### config.mk
export PLATFORM = sky130hd
export DESIGN_NAME = sync_edge_bank
export DESIGN_NICKNAME = d
export VERILOG_FILES = /design/src/rtl/sync_pkg.sv /design/src/rtl/sync_chain.sv /design/src/rtl/sync_edge_bank.sv
export SDC_FILE = /design/constraint.sdc
export NUM_CORES = 1
export LEC_CHECK = 0
export CAP_MARGIN = 20
export CORE_UTILIZATION = 40
export DETAILED_ROUTE_END_ITERATION = 10
export PLACE_DENSITY = 0.78
export SYNTH_ARGS = -nofsm -noshare
export SYNTH_HDL_FRONTEND = slang
export SYNTH_SLANG_ARGS = --single-unit
export TNS_END_PERCENT = 5
### constraint.sdc
create_clock -name clk -period 1 [get_ports clk]
set_input_delay 0.15 -clock clk [delete_from_list [all_inputs] [get_ports clk]]
set_output_delay 0.15 -clock clk [all_outputs]
set_load 0.005 [all_outputs]
### src/rtl/sync_pkg.sv
`default_nettype none
// +----------------------------------------------------------------------+
// | Package : sync_pkg                                                    |
// | Shared edge-mode encoding, minimum synchroniser depth and the         |
// | per-channel edge qualification helper for the sync_edge_bank slice.   |
// | Revision: 1.0  initial release                                        |
// +----------------------------------------------------------------------+
package sync_pkg;

  typedef enum logic [1:0] {
    EDGE_NONE = 2'b00,
    EDGE_RISE = 2'b01,
    EDGE_FALL = 2'b10,
    EDGE_BOTH = 2'b11
  } edge_mode_e;

  localparam int SYNC_MIN_STAGES = 2;

  // Bit 0 of the mode enables rising edges, bit 1 enables falling edges.
  function automatic logic edge_hit(input logic [1:0] mode,
                                    input logic       lvl,
                                    input logic       prev);
    return (lvl & ~prev & mode[0]) | (~lvl & prev & mode[1]);
  endfunction

endpackage
`default_nettype wire

### src/rtl/sync_chain.sv
`default_nettype none
// +----------------------------------------------------------------------+
// | Module  : sync_chain                                                  |
// | One-bit, STAGES-deep flop synchroniser. Pure flop chain with no logic |
// | between stages so CDC tools recognise it by instance name.            |
// | Revision: 1.0  initial release                                        |
// +----------------------------------------------------------------------+
module sync_chain
  import sync_pkg::*;
#(
  parameter int   STAGES  = 2,
  parameter logic RST_VAL = 1'b0
) (
  input  logic clk,
  input  logic rst_n,
  input  logic d,
  output logic q
);

  // Fewer than two stages gives no metastability protection at all.
  if (STAGES < SYNC_MIN_STAGES) begin : g_bad_stages
    $error("sync_chain: STAGES must be at least %0d", SYNC_MIN_STAGES);
  end

  logic [STAGES-1:0] r_stage;

  // Shift the asynchronous input through the chain; stage 0 is the capture flop.
  always_ff @(posedge clk or negedge rst_n) begin
    if (!rst_n) begin
      r_stage <= {STAGES{RST_VAL}};
    end else begin
      r_stage <= {r_stage[STAGES-2:0], d};
    end
  end

  assign q = r_stage[STAGES-1];

endmodule
`default_nettype wire

### src/rtl/sync_edge_bank.sv
`default_nettype none
// +----------------------------------------------------------------------+
// | Module  : sync_edge_bank                                              |
// | CH-channel synchroniser bank with per-channel programmable edge       |
// | detection, one-cycle event pulses and sticky event flags.             |
// | Optional debounce filter enabled by macro SYNC_EDGE_BANK_FILTER_EN.   |
// | Revision: 1.0  initial release                                        |
// +----------------------------------------------------------------------+
module sync_edge_bank
  import sync_pkg::*;
#(
  parameter int   CH      = 4,
  parameter int   STAGES  = 2,
  parameter logic RST_VAL = 1'b0,
  parameter int   FILT_W  = 4
) (
  input  logic              clk,
  input  logic              rst_n,
  input  logic [CH-1:0]     async_in,
  input  logic [2*CH-1:0]   edge_mode,
  input  logic [FILT_W-1:0] filt_len,
  input  logic [CH-1:0]     event_clr,
  output logic [CH-1:0]     sync_out,
  output logic [CH-1:0]     edge_pulse,
  output logic [CH-1:0]     event_flag
);

  logic [CH-1:0] w_sync;
  logic [CH-1:0] w_lvl;
  logic [CH-1:0] w_hit;
  logic [CH-1:0] r_prev;
  logic [CH-1:0] r_pulse;
  logic [CH-1:0] r_flag;

  for (genvar c = 0; c < CH; c++) begin : g_ch
    sync_chain #(
      .STAGES  (STAGES),
      .RST_VAL (RST_VAL)
    ) u_sync_chain (
      .clk   (clk),
      .rst_n (rst_n),
      .d     (async_in[c]),
      .q     (w_sync[c])
    );
  end

`ifdef SYNC_EDGE_BANK_FILTER_EN
  logic [CH-1:0]     r_lvl;
  logic [FILT_W-1:0] r_cnt [CH];

  // Debounce: the level follows only after filt_len+1 consecutive differing samples.
  // The >= compare keeps the counter bounded if filt_len is lowered mid-count.
  always_ff @(posedge clk or negedge rst_n) begin
    if (!rst_n) begin
      r_lvl <= {CH{RST_VAL}};
      for (int c = 0; c < CH; c++) begin
        r_cnt[c] <= '0;
      end
    end else begin
      for (int c = 0; c < CH; c++) begin
        if (w_sync[c] == r_lvl[c]) begin
          r_cnt[c] <= '0;
        end else if (r_cnt[c] >= filt_len) begin
          r_lvl[c] <= w_sync[c];
          r_cnt[c] <= '0;
        end else begin
          r_cnt[c] <= r_cnt[c] + FILT_W'(1);
        end
      end
    end
  end

  assign w_lvl = r_lvl;
`else
  // Without the filter the last sync stage is already a register and is the level.
  logic w_unused_filt;
  assign w_unused_filt = ^filt_len;
  assign w_lvl         = w_sync;
`endif

  // Qualify level changes against each channel's edge mode.
  always_comb begin
    w_hit = '0;
    for (int c = 0; c < CH; c++) begin
      w_hit[c] = edge_hit(edge_mode[2*c +: 2], w_lvl[c], r_prev[c]);
    end
  end

  // Level history, registered pulse and sticky flag (set beats clear).
  always_ff @(posedge clk or negedge rst_n) begin
    if (!rst_n) begin
      r_prev  <= {CH{RST_VAL}};
      r_pulse <= '0;
      r_flag  <= '0;
    end else begin
      r_prev  <= w_lvl;
      r_pulse <= w_hit;
      r_flag  <= (r_flag & ~event_clr) | r_pulse;
    end
  end

  assign sync_out   = w_lvl;
  assign edge_pulse = r_pulse;
  assign event_flag = r_flag;

endmodule
`default_nettype wire

Word-level counts from Yosys, hierarchy flattened
Cells that the tools add are included.
- register bits after elaboration: 20
- input bits: 22
- output and inout port bits: 12
- logic and storage cells: 38
- bitwise operators: 31
- operator list (kind ; count):
    $and 1x1->1 ; 16
    $not 1->1 ; 8
    $and 4x4->4 ; 1
    $not 4->4 ; 1
    $or 1x1->1 ; 4
    $or 4x4->4 ; 1

Depth between registers and ports, before layout
Gate-level depths: netlist (run 1).
- depth after elaboration: 4
- gate-level depth with buffers: 2
- depth with buffers taken out: 2

Modules after synthesis
A second synthesis (run 1) with hierarchy kept.
- cells, all modules: 40
- area, all modules: 625.6 um^2
- modules (own cells, without submodules) (module ; instances ; cells an instance ; area an instance (um^2) ; seq. area each (um^2)):
    sync_edge_bank ; 1 ; 32 ; 425.4 ; 300.3
    sync_chain ; 4 ; 2 ; 50.0 ; 50.0

Worst setup path before layout (run 1)
Ideal clock, no wire load.
- kind: reg-to-reg
- start point: register g_ch[0].u_sync_chain.r_stage[1]
- end point: register r_pulse[0] (netlist: edge_pulse[0])
- setup time: 0.074 ns
- arrival: 0.587 ns
- required time: 0.926 ns
- setup slack: 0.339 ns
- cell stages (with the launch flop): 3
- buffers on the path: 0
- period minus slack after synthesis: 0.661 ns
- cells stage by stage: dfrtp_1 -> nand3b_1 -> o21ai_2
- cells in the longest elaborated chain, start to end: 4
- elaborated cells on any way between the ends: 6
- those cells by class: 6 x bitwise
- ends and longest elaborated chain (element ; RTL line ; RTL):
    start, declared ; sync_chain.sv:25 ; logic [STAGES-1:0] r_stage;
    start signal, assigned ; sync_chain.sv:30 ; r_stage <= {STAGES{RST_VAL}};
    start signal, assigned ; sync_chain.sv:32 ; r_stage <= {r_stage[STAGES-2:0], d};
    $not 1->1 ; sync_pkg.sv:23 ; return (lvl & ~prev & mode[0]) | (~lvl & prev & mode[1]);
    $and 1x1->1 (2 in series) ; sync_pkg.sv:23 ;
    $or 1x1->1 (*) ; sync_pkg.sv:23 ;
    via w_hit[0] ; sync_edge_bank.sv:30 ; logic [CH-1:0] w_hit;
    end signal, assigned ; sync_edge_bank.sv:97 ; r_pulse <= w_hit;
    end, declared ; sync_edge_bank.sv:32 ; logic [CH-1:0] r_pulse;
The timed path passes the listed nets; every way through them passes the cells marked *.

Final worst setup path (run 1)
- start point: register g_ch[0].u_sync_chain.r_stage[1]
- end point: output sync_out[0]
- RTL lines (element ; RTL line ; RTL):
    end, declared ; sync_edge_bank.sv:23 ; output logic [CH-1:0] sync_out,
No word-level cell between the ends.

==> impl_results.md, run 1 <==
* Vias in the first global route at roughly 430
* Total number of H-tree levels at 1
* Antenna diode count at 0
* Critical path origin: g_ch[0].u_sync_chain.r_stage[1]
* Syn Inst Count at 44
* LEAKAGE at 0.490 nW
* Boundary Pins at 34
* Comb power frac at around an eighth
* HP Class: in2async
* Critical path's largest stage delay at 0.42 ns
* First-pass GRT wire length at 1.69 mm
* Row count at 14
* Worst-Margin Slew at 0.122 ns
* Power density over the cells at approximately 1600 nW/µm²
* Sw Share at 21.0%
* DR DRC count at 0
* MaxCap Viol Count at 0
* Internal Power at 1.21 mW
* Slew Limit Fails at 0
* Number of vias per cell at 4.50
* Initial antenna violation count at 0
* Worst skew pair latency at 0.29 ns
* Worst Slack Setup Final at -0.00306 ns
* CP Class: reg2out
* Die height at 42.5 µm
* Num Clock Sinks at 20
* Status: finished with violations
* Share of cells above drive strength 1 at 32.1%
* CP required at 0.85 ns
* Placement Cell Area at about 1000 µm²
* CP Max Fanout at 4
* DRT iter0 DRCs at 0
* Register area at between 500 and 600 µm²
* Skew final at slightly above 0.002 ns
* RSZ-0062 raised after global routing: yes
* Final Instance Area at 962 µm²
* WP buf/inv at 1
* Slowest cell on crit path: dfrtp_1
* Finished Layout Cells at 94
* Crit. End Element: output port
* Area growth syn-to-layout at 46.8%
* Port bufs at 29
* Seq cells post-synth at 20
* R2r setup slk at between 0.15 and 0.2 ns
* Routed len/inst at 10.6 µm
* Synth cell types at 7
* DR pass1 iterations at 1
* Vias at 423
* Final setup viols at 1
* Final hold violation count at 0
* Seq pwr share at 58.1%
* Sw power at 0.320 mW
* Fill count at 120
* Largest net degree at the start of global routing at 21
* GRT Overall Usage at 12.7%
* Crit path cell chain: buf_2
* Final period util at 100%
* Reg-to-Reg Start: g_ch[2].u_sync_chain.r_stage[1]
* Antenna-violating nets left at 0
* Routability Congestion at between 0.5 and 0.6
* Core area at 1520 µm²
* Nets at 101
* Final core occ at a little over three fifths
* CP top delay family: flip-flops
* Warnings from Yosys at 0
* Initial Util at a little over two fifths
* Die width at 42.5 µm
* Max VDD drop at 1.24 mV
* Syn_nets at 66
* Root buffer cell: clkbuf_4
* Clock edge transition at the registers on the reported setup and hold paths at 0.11 ns
* GRT overflow at 0
* Area of the multi-input gates at 110 µm²
* Total Wirelength at 997 µm
* Fmax at 997 MHz
* Syn avg cell area at 14.9 µm²
* CP Data Arrival Time at between 0.8 and 0.9 ns
* CTS Buf Count at 3
* CTS tree: yes
* Die ar. at 1800 µm²
* Placed Instances at 89
* Hold Slack at roughly 0.18 ns
* Register area share after synthesis at about three quarters
* Rel. slew slack at 91.8%
* Failing checks: setup timing
* Period minus WS final at 1.00 ns
* Setup crit start kind: flop
* Clk buf depth at 2
* Power share of the clock group at 29.8%
* Mapped Area at 656 µm²
## kinds of logic (layout without fill, tap and decap cells)
group	after synthesis	after routing	synth area share (%)
and+or+nand+nor	8	8	6.87
DFF	20	20	76.3
AOI/OAI and AO/OA	8	8	9.92
buffers and inverters	8	42	6.87
## per-layer routing
metal / track usage (%) / part of all wire (%) / vias up
met5: 0 / 0 / -
met4: 5.63 / 0 / 0
met3: 4.31 / 5.5 / 0
met2: 21.8 / 55 / 14
met1: 14.2 / 39 / 204
li1: - / - / 205
## final cells by class
type                    instances  area share [%]
clock buffers                   4            3.77
inverters                       4            1.56
multi-input cells              16            11.4
flip-flops and latches         20            52.0
well taps                      16            2.08
repair buffers                 34            29.1
## sequential cells by signal, summed over array words and instances, names as in the netlist
signal,cells
event_flag,4
edge_pulse,4
g_ch.u_sync_chain.r_stage,8
r_prev,4
## power by group through the flow
stage	logic, mW	registers, mW	clock network (mW)
after floorplan	0.0472	0.907	0
after global placement	0.213	0.901	0
after detailed placement	0.218	0.905	0
after CTS	0.203	0.888	0.476
after global routing	0.202	0.893	0.506
final	0.184	0.887	0.455
## stage by stage
step	setup TNS, ns	total power [mW]	setup WS (ns)
after CTS	-0.445	1.57	-0.0572
final	-0.00306	1.53	-0.00306
after floorplan	0	0.954	0.339
after global routing	-0.0490	1.60	-0.0309
after detailed placement	-0.0144	1.12	-0.0144
after global placement	-0.0137	1.11	-0.0137
## cell usage after synthesis
cell type / n / area share, %
dfrtp_1: 20 / 76
nand2_1: 4 / 2.3
buf_4: 4 / 4.6
o21ai_2: 4 / 5.3
nand3b_1: 4 / 4.6
inv_1: 4 / 2.3
a21o_1: 4 / 4.6
## final timing paths
path,cells past startpoint,end
worst min register to register,0,g_ch[0].u_sync_chain.r_stage[1]
min in group clk,1,g_ch[3].u_sync_chain.r_stage[0]
worst max-delay path,1,sync_out[0]
worst max register to register,3,edge_pulse[2]
worst min-delay path,2,g_ch[3].u_sync_chain.r_stage[1]
max in group asynchronous,2,edge_pulse[0]
## placed cells by master (no fill, tap or decap)
cell,count
clkbuf_8,1
inv_1,4
o21ai_2,4
a21o_1,4
dfrtp_1,20
clkbuf_2,9
buf_4,4
buf_12,1
buf_2,3
nand2_1,4
clkdlybuf4s50_1,17
nand3b_1,4
clkbuf_4,3
## repair_timing
action,in CTS,in global routing
setup buffers,1,0
endpoints found under the setup margin,12,11
hold buffers,0,0
resized for setup,29,9
cloned,0,0
No activity file was read; power rests on OpenSTA's default activity.
==> inputs of run 2 (changes only) <==
--- a/config.mk
+++ b/config.mk
@@ -5,11 +5,11 @@
 export SDC_FILE = /design/constraint.sdc
 export NUM_CORES = 1
 export LEC_CHECK = 0
-export CAP_MARGIN = 20
-export CORE_UTILIZATION = 40
+export CORE_UTILIZATION = 39
 export DETAILED_ROUTE_END_ITERATION = 10
-export PLACE_DENSITY = 0.78
+export PLACE_DENSITY = 0.77
 export SYNTH_ARGS = -nofsm -noshare
 export SYNTH_HDL_FRONTEND = slang
+export SYNTH_HIERARCHICAL = 1
 export SYNTH_SLANG_ARGS = --single-unit
 export TNS_END_PERCENT = 5
==> constraint.sdc (replaced) <==
create_clock -name clk -period 1.3 [get_ports clk]
set_input_delay 0.195 -clock clk [delete_from_list [all_inputs] [get_ports clk]]
set_output_delay 0.195 -clock clk [all_outputs]
set_load 0.005 [all_outputs]
==> run 2 against run 1 <==
Against the previous run:
- the run now ends clean
- non-clock buffer count is the same
- highest routed layer unchanged
- count of clock-buffer cells in the layout stayed put
- wire length rose by 10%
- largest power group unchanged
- critical path type unchanged
==> impl_results.md, run 2 <==
* Routability Congestion at 0.595
* Slew Limit Fails at 0
* Yosys top cell area share at roughly 80%
* Area growth syn-to-layout at 59.0%
* Period minus WS final at 1.16 ns
* Skew final at approximately 0.0025 ns
* Power density over the cells at 1180 nW/µm²
* Reg-to-Reg Start: g_ch[0].u_sync_chain/r_stage[1]
* Worst-Margin Slew at around 0.25 ns
* Area leader, netlist: dfrtp_1
* Status: completed
* Worst Slack Setup Final at 0.142 ns
* Port bufs at 29
* WP buf/inv at 1
* Mapped Area at 626 µm²
* Final setup viols at 0
* Register area share after synthesis at 80.0%
* DR DRC count at 0
* Initial antenna violation count at 0
* Most frequent cells in the layout: dfrtp_1 (20), clkdlybuf4s50_1 (17), dlygate4sd2_1 (12), buf_4 (5)
* Max VDD drop at 0.727 mV
* Fmax at roughly 860 MHz
* Clock edge transition at the registers on the reported setup and hold paths at around 0.11 ns
* Boundary Pins at 34
* Die width at 42.1 µm
* Seq cells post-synth at 20
* Vias in the first global route at ~410
* HP Class: in2async
* CTS Buf Count at 3
* Setup TNS at 0 ns
* DRT iter0 DRCs at 0
* Die ar. at 1770 µm²
* CP Class: reg2out
* Slowest cell on crit path: dfrtp_1
* Root buffer cell: clkbuf_4
* Setup crit start kind: flop
* CTS tree: yes
* Number of enable flip-flop cells after synthesis at 0
* Nets at 101
* MaxCap Viol Count at 0
* Warnings from Yosys at 6
* Row count at 14
* Initial Util at 41.5%
* Share of cells above drive strength 1 at ~17%
* CTS Hold Bufs at 0
* Total Wirelength at 1.10 mm
* LEAKAGE at 0.506 nW
* Final hold violation count at 0
* Syn avg cell area at 15.6 µm²
* DP Wirelength at 763 µm
* Max reg flops at 8
* Top-count cell post-synth: dfrtp_1
* Largest cells by area after synthesis: dfrtp_1 (80%), o21ai_2 (5.6%), a21o_1 (4.8%)
* Worst skew pair latency at 0.29 ns
* Most common cell after layout, fill and taps aside: dfrtp_1
* Syn_nets at 62
* Dpl ws at 0.227 ns
* DR pass1 iterations at 1
* Crit path cell chain: dlygate4sd2_1
* Asr flop ratio synth at 100%
* First-pass GRT wire length at 1.82 mm
* Rel. slew slack at between 80% and 90%
* Vias at 433
* Core area at 1510 µm²
* RSZ-0062 raised after global routing: no
* R2r setup slk at 0.47 ns
* Crit. End Element: output port
* Synth cell types at 6
* Top FF cell, synth: dfrtp_1
* Register area at roughly 500 µm²
* CP top delay family: flip-flops
* Number of vias per cell at 4.61
* Syn Inst Count at 40
* GRT Overall Usage at 14.5%
* Critical path's largest stage delay at around 0.4 ns
* Routed len/inst at 11.7 µm
* Hold Slack at 0.246 ns
* Reg2Reg Depth at 3
* GRT overflow at 0
* Die height at 42.1 µm
* CP Max Fanout at 2
* Final period util at about nine tenths
* CP required at around 1.1 ns
* Fill count at 125
* Clk buf depth at 2
* CP Data Arrival Time at 0.96 ns
* Largest register by flop count: g_ch.u_sync_chain/r_stage
* Total number of H-tree levels at 1
* Largest net degree at the start of global routing at 21
* Antenna-violating nets left at 0
* Antenna diode count at 0
* Area of the multi-input gates at 110 µm²
* Num Clock Sinks at 20
* R2r endpoint: edge_pulse[0]
## run 2: cell count changes in the layout (fill, tap and decap cells not counted), sizes merged
cell	previous run	this run
buf	8	5
dlygate4sd2	0	12
clkbuf	13	4
## run 2: final cells by class
type / count / share of cell area, %
Inverter: 4 / 1.51
Multi-Input combinational cell: 16 / 11.1
Sequential cell: 20 / 50.3
Clock buffer: 4 / 3.65
Tap cell: 16 / 2.01
Timing Repair Buffer: 34 / 31.4
## run 2: power breakdown
part / internal (mW) / switching (mW)
Sequential: 0.662 / 0.0189
Clock: 0.171 / 0.182
Combinational: 0.0976 / 0.0472
## run 2: cell families after synthesis
| family | share of synthesized area, % |
|---|---|
| buffers and inverters | 2.40 |
| flip-flops | 80.0 |
| AO/OA/AOI/OAI | 10.4 |
| AND/OR/NAND/NOR | 7.20 |
## run 2: per-stage QoR
step / utilization (%) / cell area (µm²) / cells / power (mW)
after CTS: 66.0 / 995 / 94 / 1.19
final: 66.0 / 995 / 94 / 1.18
after global routing: 66.0 / 995 / 94 / 1.23
after floorplan: - / 626 / 40 / 0.725
after detailed placement: 62.6 / 943 / 86 / 0.852
after global placement: 62.6 / 943 / 86 / 0.846
## run 2: how the worst max path moves through the flow
stage,cells past startpoint,endpoint,slack [ns],start
finish,1,sync_out[0],0.14,g_ch[0].u_sync_chain/r_stage[1]
global route,1,sync_out[0],0.09,g_ch[0].u_sync_chain/r_stage[1]
CTS,1,edge_pulse[3],0.13,edge_pulse[3]
detailed placement,1,sync_out[0],0.23,g_ch[0].u_sync_chain/r_stage[1]
global placement,1,sync_out[0],0.23,g_ch[0].u_sync_chain/r_stage[1]
floorplan,2,edge_pulse[0],0.62,g_ch[0].u_sync_chain/r_stage[1]
## run 2: timing repair
item                       4_1_cts  5_1_grt
buffers inserted                 4        0
gates resized for setup         12        0
setup endpoints to repair       12        0
## run 2: metal layers
layer,vias up,routed length (µm),GRT usage (%)
met1,210,427,17.7
met4,0,0,9.38
met3,0,87,3.02
li1,204,-,-
met5,-,0,0
met2,19,586,23.4
==> inputs of run 3 (changes only) <==
--- a/config.mk
+++ b/config.mk
@@ -7,6 +7,7 @@
 export LEC_CHECK = 0
 export CORE_UTILIZATION = 39
 export DETAILED_ROUTE_END_ITERATION = 10
+export GPL_ROUTABILITY_DRIVEN = 0
 export PLACE_DENSITY = 0.77
 export SYNTH_ARGS = -nofsm -noshare
 export SYNTH_HDL_FRONTEND = slang
==> results of run 3 <==
No change in the layout: final DEF, timing and power equal those of run 2.
